===== src/rtl/ro_frequency_counter_pkg.sv =====
// Shared definitions for the ring-oscillator frequency counter: FSM encoding
// and a constant-width helper.
package ro_frequency_counter_pkg;

    localparam logic [1:0] ST_IDLE   = 2'd0;
    localparam logic [1:0] ST_SETTLE = 2'd1;
    localparam logic [1:0] ST_GATE   = 2'd2;
    localparam logic [1:0] ST_DONE   = 2'd3;

    function automatic int clog2(input int value);
        int r;
        r = 0;
        for (int i = 0; i < 31; i++) begin
            if ((1 << i) < value) begin
                r = i + 1;
            end
        end
        return r;
    endfunction

endpackage


===== src/rtl/ro_frequency_counter_osc_edge_detect.sv =====
// Brings the free-running oscillator into the iClk domain and flags each
// rising edge with a registered one-cycle pulse.
module osc_edge_detect
    import ro_frequency_counter_pkg::*;
(
    input  logic iClk,
    input  logic iRstN,
    input  logic iOsc,
    output logic oEdge
);

    (* dont_touch = "true", ASYNC_REG = "TRUE" *) logic sync1_q;
    (* dont_touch = "true", ASYNC_REG = "TRUE" *) logic sync2_q;
    logic hist_q;
    logic edge_q;

    always_ff @(posedge iClk or negedge iRstN) begin
        if (!iRstN) begin
            sync1_q <= 1'b0;
            sync2_q <= 1'b0;
            hist_q  <= 1'b0;
            edge_q  <= 1'b0;
        end else begin
            sync1_q <= iOsc;
            sync2_q <= sync1_q;
            hist_q  <= sync2_q;
            edge_q  <= sync2_q & ~hist_q;
        end
    end

    assign oEdge = edge_q;

endmodule


===== src/rtl/ro_frequency_counter.sv =====
// Ring-oscillator frequency counter: enables the ring, waits for it to settle,
// counts synchronized rising edges over a fixed gate and reports the result.
module ro_frequency_counter
    import ro_frequency_counter_pkg::*;
#(
    parameter int GATE_CYCLES   = 1024,
    parameter int SETTLE_CYCLES = 8,
    parameter int COUNT_WIDTH   = 16
) (
    input  logic                   iClk,
    input  logic                   iRstN,
    input  logic                   iStart,
    input  logic                   iOsc,
    output logic                   oEn,
    output logic                   oBusy,
    output logic                   oValid,
    output logic [COUNT_WIDTH-1:0] oCount
);

    localparam int MAX_CYC = (GATE_CYCLES > SETTLE_CYCLES) ? GATE_CYCLES : SETTLE_CYCLES;
    localparam int CYC_W   = clog2(MAX_CYC + 1);

    localparam logic [CYC_W-1:0]       SETTLE_LOAD = CYC_W'(SETTLE_CYCLES - 1);
    localparam logic [CYC_W-1:0]       GATE_LOAD   = CYC_W'(GATE_CYCLES - 1);
    localparam logic [CYC_W-1:0]       CYC_ONE     = CYC_W'(1);
    localparam logic [COUNT_WIDTH-1:0] CNT_MAX     = '1;
    localparam logic [COUNT_WIDTH-1:0] CNT_ONE     = COUNT_WIDTH'(1);

    logic [1:0]             state_q, state_d;
    logic [CYC_W-1:0]       cyc_q, cyc_d;
    logic [COUNT_WIDTH-1:0] edge_cnt_q, edge_cnt_d;
    logic [COUNT_WIDTH-1:0] count_q, count_d;
    logic                   valid_q, valid_d;
    logic                   osc_edge;

    osc_edge_detect u_edge (
        .iClk  (iClk),
        .iRstN (iRstN),
        .iOsc  (iOsc),
        .oEdge (osc_edge)
    );

    always_comb begin
        state_d    = state_q;
        cyc_d      = cyc_q;
        edge_cnt_d = edge_cnt_q;
        count_d    = count_q;
        valid_d    = 1'b0;
        case (state_q)
            ST_IDLE: begin
                if (iStart) begin
                    state_d    = ST_SETTLE;
                    cyc_d      = SETTLE_LOAD;
                    edge_cnt_d = '0;
                end
            end
            ST_SETTLE: begin
                if (cyc_q == '0) begin
                    state_d = ST_GATE;
                    cyc_d   = GATE_LOAD;
                end else begin
                    cyc_d = cyc_q - CYC_ONE;
                end
            end
            ST_GATE: begin
                // Saturate rather than wrap so an overrange ring reads as full-scale.
                if (osc_edge && (edge_cnt_q != CNT_MAX)) begin
                    edge_cnt_d = edge_cnt_q + CNT_ONE;
                end
                if (cyc_q == '0) begin
                    state_d = ST_DONE;
                    count_d = edge_cnt_d;
                    valid_d = 1'b1;
                end else begin
                    cyc_d = cyc_q - CYC_ONE;
                end
            end
            ST_DONE: begin
                state_d = ST_IDLE;
            end
            default: begin
                state_d = ST_IDLE;
            end
        endcase
    end

    always_ff @(posedge iClk or negedge iRstN) begin
        if (!iRstN) begin
            state_q    <= ST_IDLE;
            cyc_q      <= '0;
            edge_cnt_q <= '0;
            count_q    <= '0;
            valid_q    <= 1'b0;
        end else begin
            state_q    <= state_d;
            cyc_q      <= cyc_d;
            edge_cnt_q <= edge_cnt_d;
            count_q    <= count_d;
            valid_q    <= valid_d;
        end
    end

    assign oEn    = (state_q == ST_SETTLE) || (state_q == ST_GATE);
    assign oBusy  = (state_q != ST_IDLE);
    assign oValid = valid_q;
    assign oCount = count_q;

endmodule

===== config.mk =====
export PLATFORM = sky130hd
export DESIGN_NAME = ro_frequency_counter
export DESIGN_NICKNAME = d
export VERILOG_FILES = /design/src/rtl/ro_frequency_counter_pkg.sv /design/src/rtl/ro_frequency_counter_osc_edge_detect.sv /design/src/rtl/ro_frequency_counter.sv
export SDC_FILE = /design/constraint.sdc
export NUM_CORES = 1
export LEC_CHECK = 0
export ABC_CLOCK_PERIOD_IN_PS = 2750
export BUFFER_PORTS_ARGS = -buffer_cell sky130_fd_sc_hd__buf_4
export CAP_MARGIN = 20
export CORE_ASPECT_RATIO = 1.5
export CORE_UTILIZATION = 55
export DETAILED_ROUTE_END_ITERATION = 10
export GPL_TIMING_DRIVEN = 0
export PLACE_DENSITY = 0.78
export RECOVER_POWER = 100
export REMOVE_ABC_BUFFERS = 1
export SYNTH_ARGS = -nofsm -noshare
export SYNTH_HDL_FRONTEND = slang
export SYNTH_SLANG_ARGS = --single-unit

===== constraint.sdc =====
create_clock -name iClk -period 2.75 [get_ports iClk]
set_input_delay 0.55 -clock iClk [delete_from_list [all_inputs] [get_ports iClk]]
set_output_delay 0.55 -clock iClk [all_outputs]
set_load 0.01 [all_outputs]

### Word-level counts from Yosys, hierarchy flattened

Index checks and enable logic that the tools add are counted.

| word-level totals | value |
|---|---|
| flip-flop bits (word level) | 50 |
| input bits | 4 |

| cells by class | value |
|---|---|
| add/subtract/negate cells | 2 |
| equality and inequality tests | 8 |
| mux-type cells | 13 |
| bitwise operators | 2 |
| reduce and logical (&&, ||, !) cells | 11 |

Operators with widths:

| operator | count |
|---|---|
| 2-to-1 mux 11 bit | 3 |
| case mux 11 bit (3 select lines) | 1 |
| 2-to-1 mux 16 bit | 2 |
| case mux 16 bit (2 select lines) | 1 |
| adder 16 x 1 -> 16 bit, second input constant | 1 |
| inequality test 16 bit, second input constant | 1 |
| zero test 11 bit | 1 |
| subtractor 11 x 1 -> 11 bit, second input constant | 1 |
| inequality test 2 bit, second input constant | 4 |
| case mux 2 bit (4 select lines) | 1 |
| 2-to-1 mux 2 bit | 3 |
| AND reduction 3 bit | 2 |
| equality test 2 bit, second input constant | 2 |
| AND reduction 2 bit | 2 |
| nonzero test 2 bit | 2 |
| nonzero test 3 bit | 1 |
| equality test 2 x 1 -> 1 bit, second input constant | 1 |
| zero test 2 bit | 1 |
| 2-to-1 mux 1 bit | 2 |
| bitwise AND 1 bit | 1 |
| logical AND 1 bit | 1 |
| logical OR 1 bit | 1 |
| NOT 1 bit | 1 |

### Logic depth before layout (Yosys ltp)

| depth | value |
|---|---|
| depth after elaboration | 4 |
| gate-level depth with buffers | 8 |
| mapped depth without buffers | 7 |

### By module

Synthesis repeated with hierarchy kept, for this count alone.

| unflattened totals | value |
|---|---|
| cell total of the unflattened synthesis | 288 |
| area, all modules | 2707.6 um^2 |

Modules (own cells, without submodules):

| module | times used | cells an instance | area an instance (um^2) | sequential area each (um^2) |
|---|---|---|---|---|
| ro_frequency_counter | 1 | 283 | 2593.7 | 1151.1 |
| osc_edge_detect | 1 | 5 | 113.9 | 100.1 |

### Worst setup path before layout

Ideal clock, no wire load.

| path | value |
|---|---|
| path kind | register -> register |
| start | reg state_q[0] |
| end | reg cyc_q[2] |
| arrival | 1.615 ns |
| data required time | 2.629 ns |
| path slack | 1.014 ns |
| cell stages (with the launch flop) | 7 |
| buffers on the path | 1 |
| period minus slack after synthesis | 1.736 ns |
| path through | dfrtp_1 > ha_1 > or2_1 > o21ai_0 > a21oi_1 > buf_2 > a22o_1 |

| between the ends | value |
|---|---|
| cells in the longest elaborated chain, start to end | 3 |
| elaborated cells on any way between the ends | 8 |
| those cells by class | eq/ne (4); mux (1); reduce/logical (3) |

RTL lines:

| element | RTL line | text |
|---|---|---|
| start: declaration | ro_frequency_counter.sv:29 | `logic [1:0] state_q, state_d;` |
| start signal: assignment | ro_frequency_counter.sv:95 | `state_q <= state_d;` |
| equality test 2 bit, or another cell as far along | ro_frequency_counter.sv:49 | `case (state_q)` |
| inequality test 2 bit (no source line) / nonzero test 3 bit (equally long branches) | - |  |
| AND reduction 3 bit (no source line) | - |  |
| end signal: assignment | ro_frequency_counter.sv:96 | `cyc_q <= cyc_d;` |
| end: declaration | ro_frequency_counter.sv:30 | `logic [CYC_W-1:0] cyc_q, cyc_d;` |

Several ways; a longest one is shown, not always the timed one.
A chain may end at the register's enable or synchronous reset.

### Final worst setup path

| path | value |
|---|---|
| start | reg cyc_q[0] |
| end | reg count_q[12], in the netlist oCount[12] |

| between the ends | value |
|---|---|
| cells in the longest elaborated chain, start to end | 2 |

RTL lines:

| element | RTL line | text |
|---|---|---|
| zero test 11 bit | ro_frequency_counter.sv:70 | `if (cyc_q == '0) begin` |
| AND reduction 2 bit (no source line) | - |  |
| end signal: assignment | ro_frequency_counter.sv:98 | `count_q <= count_d;` |
| end: declaration | ro_frequency_counter.sv:32 | `logic [COUNT_WIDTH-1:0] count_q, count_d;` |

Every way passes these cells.

==> metrics.csv <==
stage,metric,value,unit
global_routing,vias in the first global route,2185,
worst_setup_path,R2R Path Start,cyc_q[0],
global_routing,met3 Use GR,4.63,%
route,routed len/inst,16.6,µm
logic_synthesis,"count leader, synth",dfrtp_1,
logic_synthesis,Synth Cell Area,0.00280,mm²
floorplanning,chip width,60.3,µm
timing,Max transition margin,18.9,%
global_routing,GR Util All Layers,25.8,%
logic_synthesis,Synth Area per Inst,9.62,µm²
global_routing,gr busiest metal,met2,
global_routing,first-pass GRT wire length,10200,µm
timing,Fmax,412,MHz
clocking,CTS tree,yes,
logic_synthesis,post-synth top area share,44.7,%
logic_synthesis,Cells after Synth,291,
min_path,hold depth,1,
timing,Final Hold Vio Count,0,
global_routing,total gr overflow,0,
min_path,hold endpoint,u_edge.sync1_q,
route,TritonRoute pass-1 iters,4,
global_routing,met1 track demand over resource,30.0,%
logic_synthesis,complex-gate fraction of the synthesized area,22.2,%
timing,Setup WS post-layout,0.323,ns
route,starting DRC count in detailed routing,115,
pwr,PD cells,511,mW/mm²
clocking,Clock Latency Late Sink,0.31,ns
placement,hpwl dp,4110,µm
logic_synthesis,register area share after synthesis,44.7,%
worst_setup_path,R2R setup slack,0.32,ns
logic_synthesis,top post-synthesis cells by area,"dfrtp_1 (45%), nand2_1 (4.4%), xnor2_1 (3.8%)",
layout,Nets,320,
logic_synthesis,Post-Synth Adder-Cell Area,2.68,%
route,vias per inst,6.05,
logic_synthesis,#FFs+latches synth,50,
logic_synthesis,main combinational cell family by area after synthesis,compound AO/OA/AOI/OAI gates,
route,DR vias,2281,
layout,layout cell share with drive strength beyond 1,9.32,%
worst_setup_path,Worst Reg2Reg Path Length in Cells,6,
worst_setup_path,WS Path Type,flip-flop to flip-flop,
route,DRT Wirelength,6250,µm
pwr,overall power,1.57,mW
timing,fin. max-slew vios,0,
global_routing,met2 global-route usage,43.6,%
layout,Fill cells,417,
timing,Final setup viols,0,
layout,Area Growth Syn to Fin,9.70,%
floorplanning,starting density of the core,57.8,%
worst_setup_path,WP data required,2.93,ns
logic_synthesis,Netlist cell types,54,
run_status,outcome,"finished, final reports clean",
placement,Placement Setup Slack,-0.0363,ns
logic_synthesis,Synth Area in XOR/XNOR,4.07,%
logic_synthesis,Post-synth ARST share,100,%
logic_synthesis,Main synth FF type,dfrtp_1,
global_routing,pin count of the biggest net entering global routing,51,
floorplanning,I/O pin count,23,
logic_synthesis,Yosys warning total,0,
worst_setup_path,Critical R2R Capture,oCount[12],
worst_setup_path,CP Launch Type,flip-flop,
pwr,Static Leakage,1.33,nW
clocking,Num Clock Sinks,50,
clocking,H-tree levels,2,
timing,clk_skew,0.0121,ns
min_path,Worst Hold Class,primary input to flip-flop,
timing,Worst-Margin Slew,1.22,ns
min_path,Hold Crit Start,iOsc,
logic_synthesis,post-synthesis mux area share,1.56,%
placement,RePlAce Congestion,0.856,
clocking,Root Buffer,clkbuf_8,
floorplanning,chip height,89.4,µm
timing,fin crit period,2.43,ns
placement,port buffer count,22,
timing,final worst path period share,88.2,%
clocking,total CTS buffers,5,
layout,n_diodes,0,
clocking,maximum clock insertion buffer count,2,
clocking,clk slew on worst S/H paths,0.10,ns
logic_synthesis,Commonest cells post-synth,"dfrtp_1 (50), nand2_1 (33), a21oi_1 (20)",
pwr,worst ir drop on vdd,0.000351,V
route,post-route ant nets,0,
worst_setup_path,critical path arrival,2.61,ns
floorplanning,Core ar.,0.00485,mm²
logic_synthesis,Simple-Gate Fraction of Synth Area,21.8,%
timing,RSZ-0062 raised after global routing,no,
logic_synthesis,post-synth top area cell,dfrtp_1,
worst_setup_path,worst-path fanout max,10,
route,Remaining DRCs,0,
floorplanning,full die area,0.00539,mm²
floorplanning,row cnt,31,
worst_setup_path,CP Capture Type,flip-flop,
logic_synthesis,Post-synth EDFFs,0,
run,max-cap viol count,0,
global_routing,initial antenna violation count,0,
-- where the power goes --
group          switching [mW]  internal (mW)
Combinational          0.0702         0.0568
Clock                   0.263          0.365
Sequential             0.0505          0.766
-- cell type report --
class | instances | area (µm²) | area share (%)
Timing Repair Buffer | 23 | 95.1 | 3.10
Clock inverter | 3 | 68.8 | 2.24
Sequential cell | 50 | 1250 | 40.7
Multi-Input combinational cell | 222 | 1480 | 48.0
Tap cell | 66 | 82.6 | 2.69
Clock buffer | 5 | 68.8 | 2.24
Inverter | 8 | 30.0 | 0.978
-- layout by cell type, fill, tap and decap left out, types with 2 or more instances in the layout --
master / netlist / layout
a31oi_1: 11 / 11
clkbuf_8: 0 / 5
mux2_2: 2 / 2
a22o_1: 7 / 7
clkbuf_1: 7 / 20
a21o_1: 5 / 5
nand4_1: 5 / 6
a21boi_0: 1 / 2
nor4_4: 2 / 2
xnor2_1: 12 / 12
bufinv_16: 0 / 2
nor3_1: 3 / 3
o21ai_0: 14 / 29
inv_1: 8 / 8
nand2b_1: 10 / 10
a211oi_2: 2 / 2
nand3_1: 8 / 8
nand2_1: 33 / 33
nor4_2: 2 / 2
nor2_1: 14 / 14
dfrtp_1: 50 / 50
and3_1: 7 / 7
ha_1: 6 / 6
nor3b_1: 3 / 3
a21oi_1: 20 / 19
o2bb2ai_1: 2 / 2
o21ai_1: 17 / 2
o211ai_1: 2 / 2
nor3_2: 3 / 3
a41oi_1: 2 / 2
a211oi_1: 3 / 3
-- registers in the layout (all words and copies together), names as in the netlist --
| name | count |
|---|---|
| cyc_q | 11 |
| edge_cnt_q | 16 |
| oCount | 16 |
| oValid | 1 |
| state_q | 2 |
| u_edge.hist_q | 1 |
| u_edge.oEdge | 1 |
| u_edge.sync1_q | 1 |
| u_edge.sync2_q | 1 |
-- metal layers --
layer / vias to the layer above / routed length [µm] / share of wire (%)
met2: 50 / 3260 / 52
li1: 1103 / - / -
met1: 1110 / 2630 / 42
met5: - / 0 / 0
met4: 0 / 174 / 2.8
met3: 18 / 189 / 3.0
-- cell families after synthesis --
kind of cell               Yosys count
buffers and inverters               20
AOI/OAI and AO/OA                   95
muxes                                4
xor gates and xnor gates            13
adders and majority gates            6
and+or+nand+nor                    103
DFF                                 50
-- critical path: stages (launching register included) --
cell and delay, ns:
dfrtp_1 0.42, inv_1 0.10, ha_1 0.19, nor4b_1 0.61, nand4_1 0.64, nand2_1 0.23
o21ai_0 0.10
-- through the flow --
step / setup TNS, ns / util, % / area, µm² / cells / hold slack (ns)
global placement: -0.00824 / 61.8 / 2990 / 367 / 0.344
detailed placement: -0.0473 / 61.8 / 2990 / 367 / 0.337
finish: 0 / 63.4 / 3070 / 377 / 0.361
floorplan: 0 / - / 2750 / 279 / 0.254
CTS: 0 / 64.9 / 3150 / 377 / 0.268
global route: 0 / 63.4 / 3070 / 377 / 0.353
-- worst max path at each step --
stage | startpoint | cells after the start | slack (ns) | end
2_1_floorplan | cyc_q[0] | 7 | 0.61 | cyc_q[6]
3_3_place_gp | cyc_q[0] | 7 | -0.008 | cyc_q[6]
3_5_place_dp | cyc_q[0] | 7 | -0.04 | cyc_q[6]
4_1_cts | state_q[0] | 7 | 0.24 | cyc_q[1]
5_1_grt | cyc_q[0] | 6 | 0.16 | oCount[1]
6_report | cyc_q[0] | 6 | 0.32 | oCount[12]
-- timing repair --
action / CTS / global route
resized for setup: 0 / 1
pin swaps: 1 / 0
endpoints found under the setup margin: 2 / 1
hold buffers: 0 / 0
buffers inserted: 1 / 0
cloned: 1 / 0
Note: power is estimated with default switching activity, not from simulation.
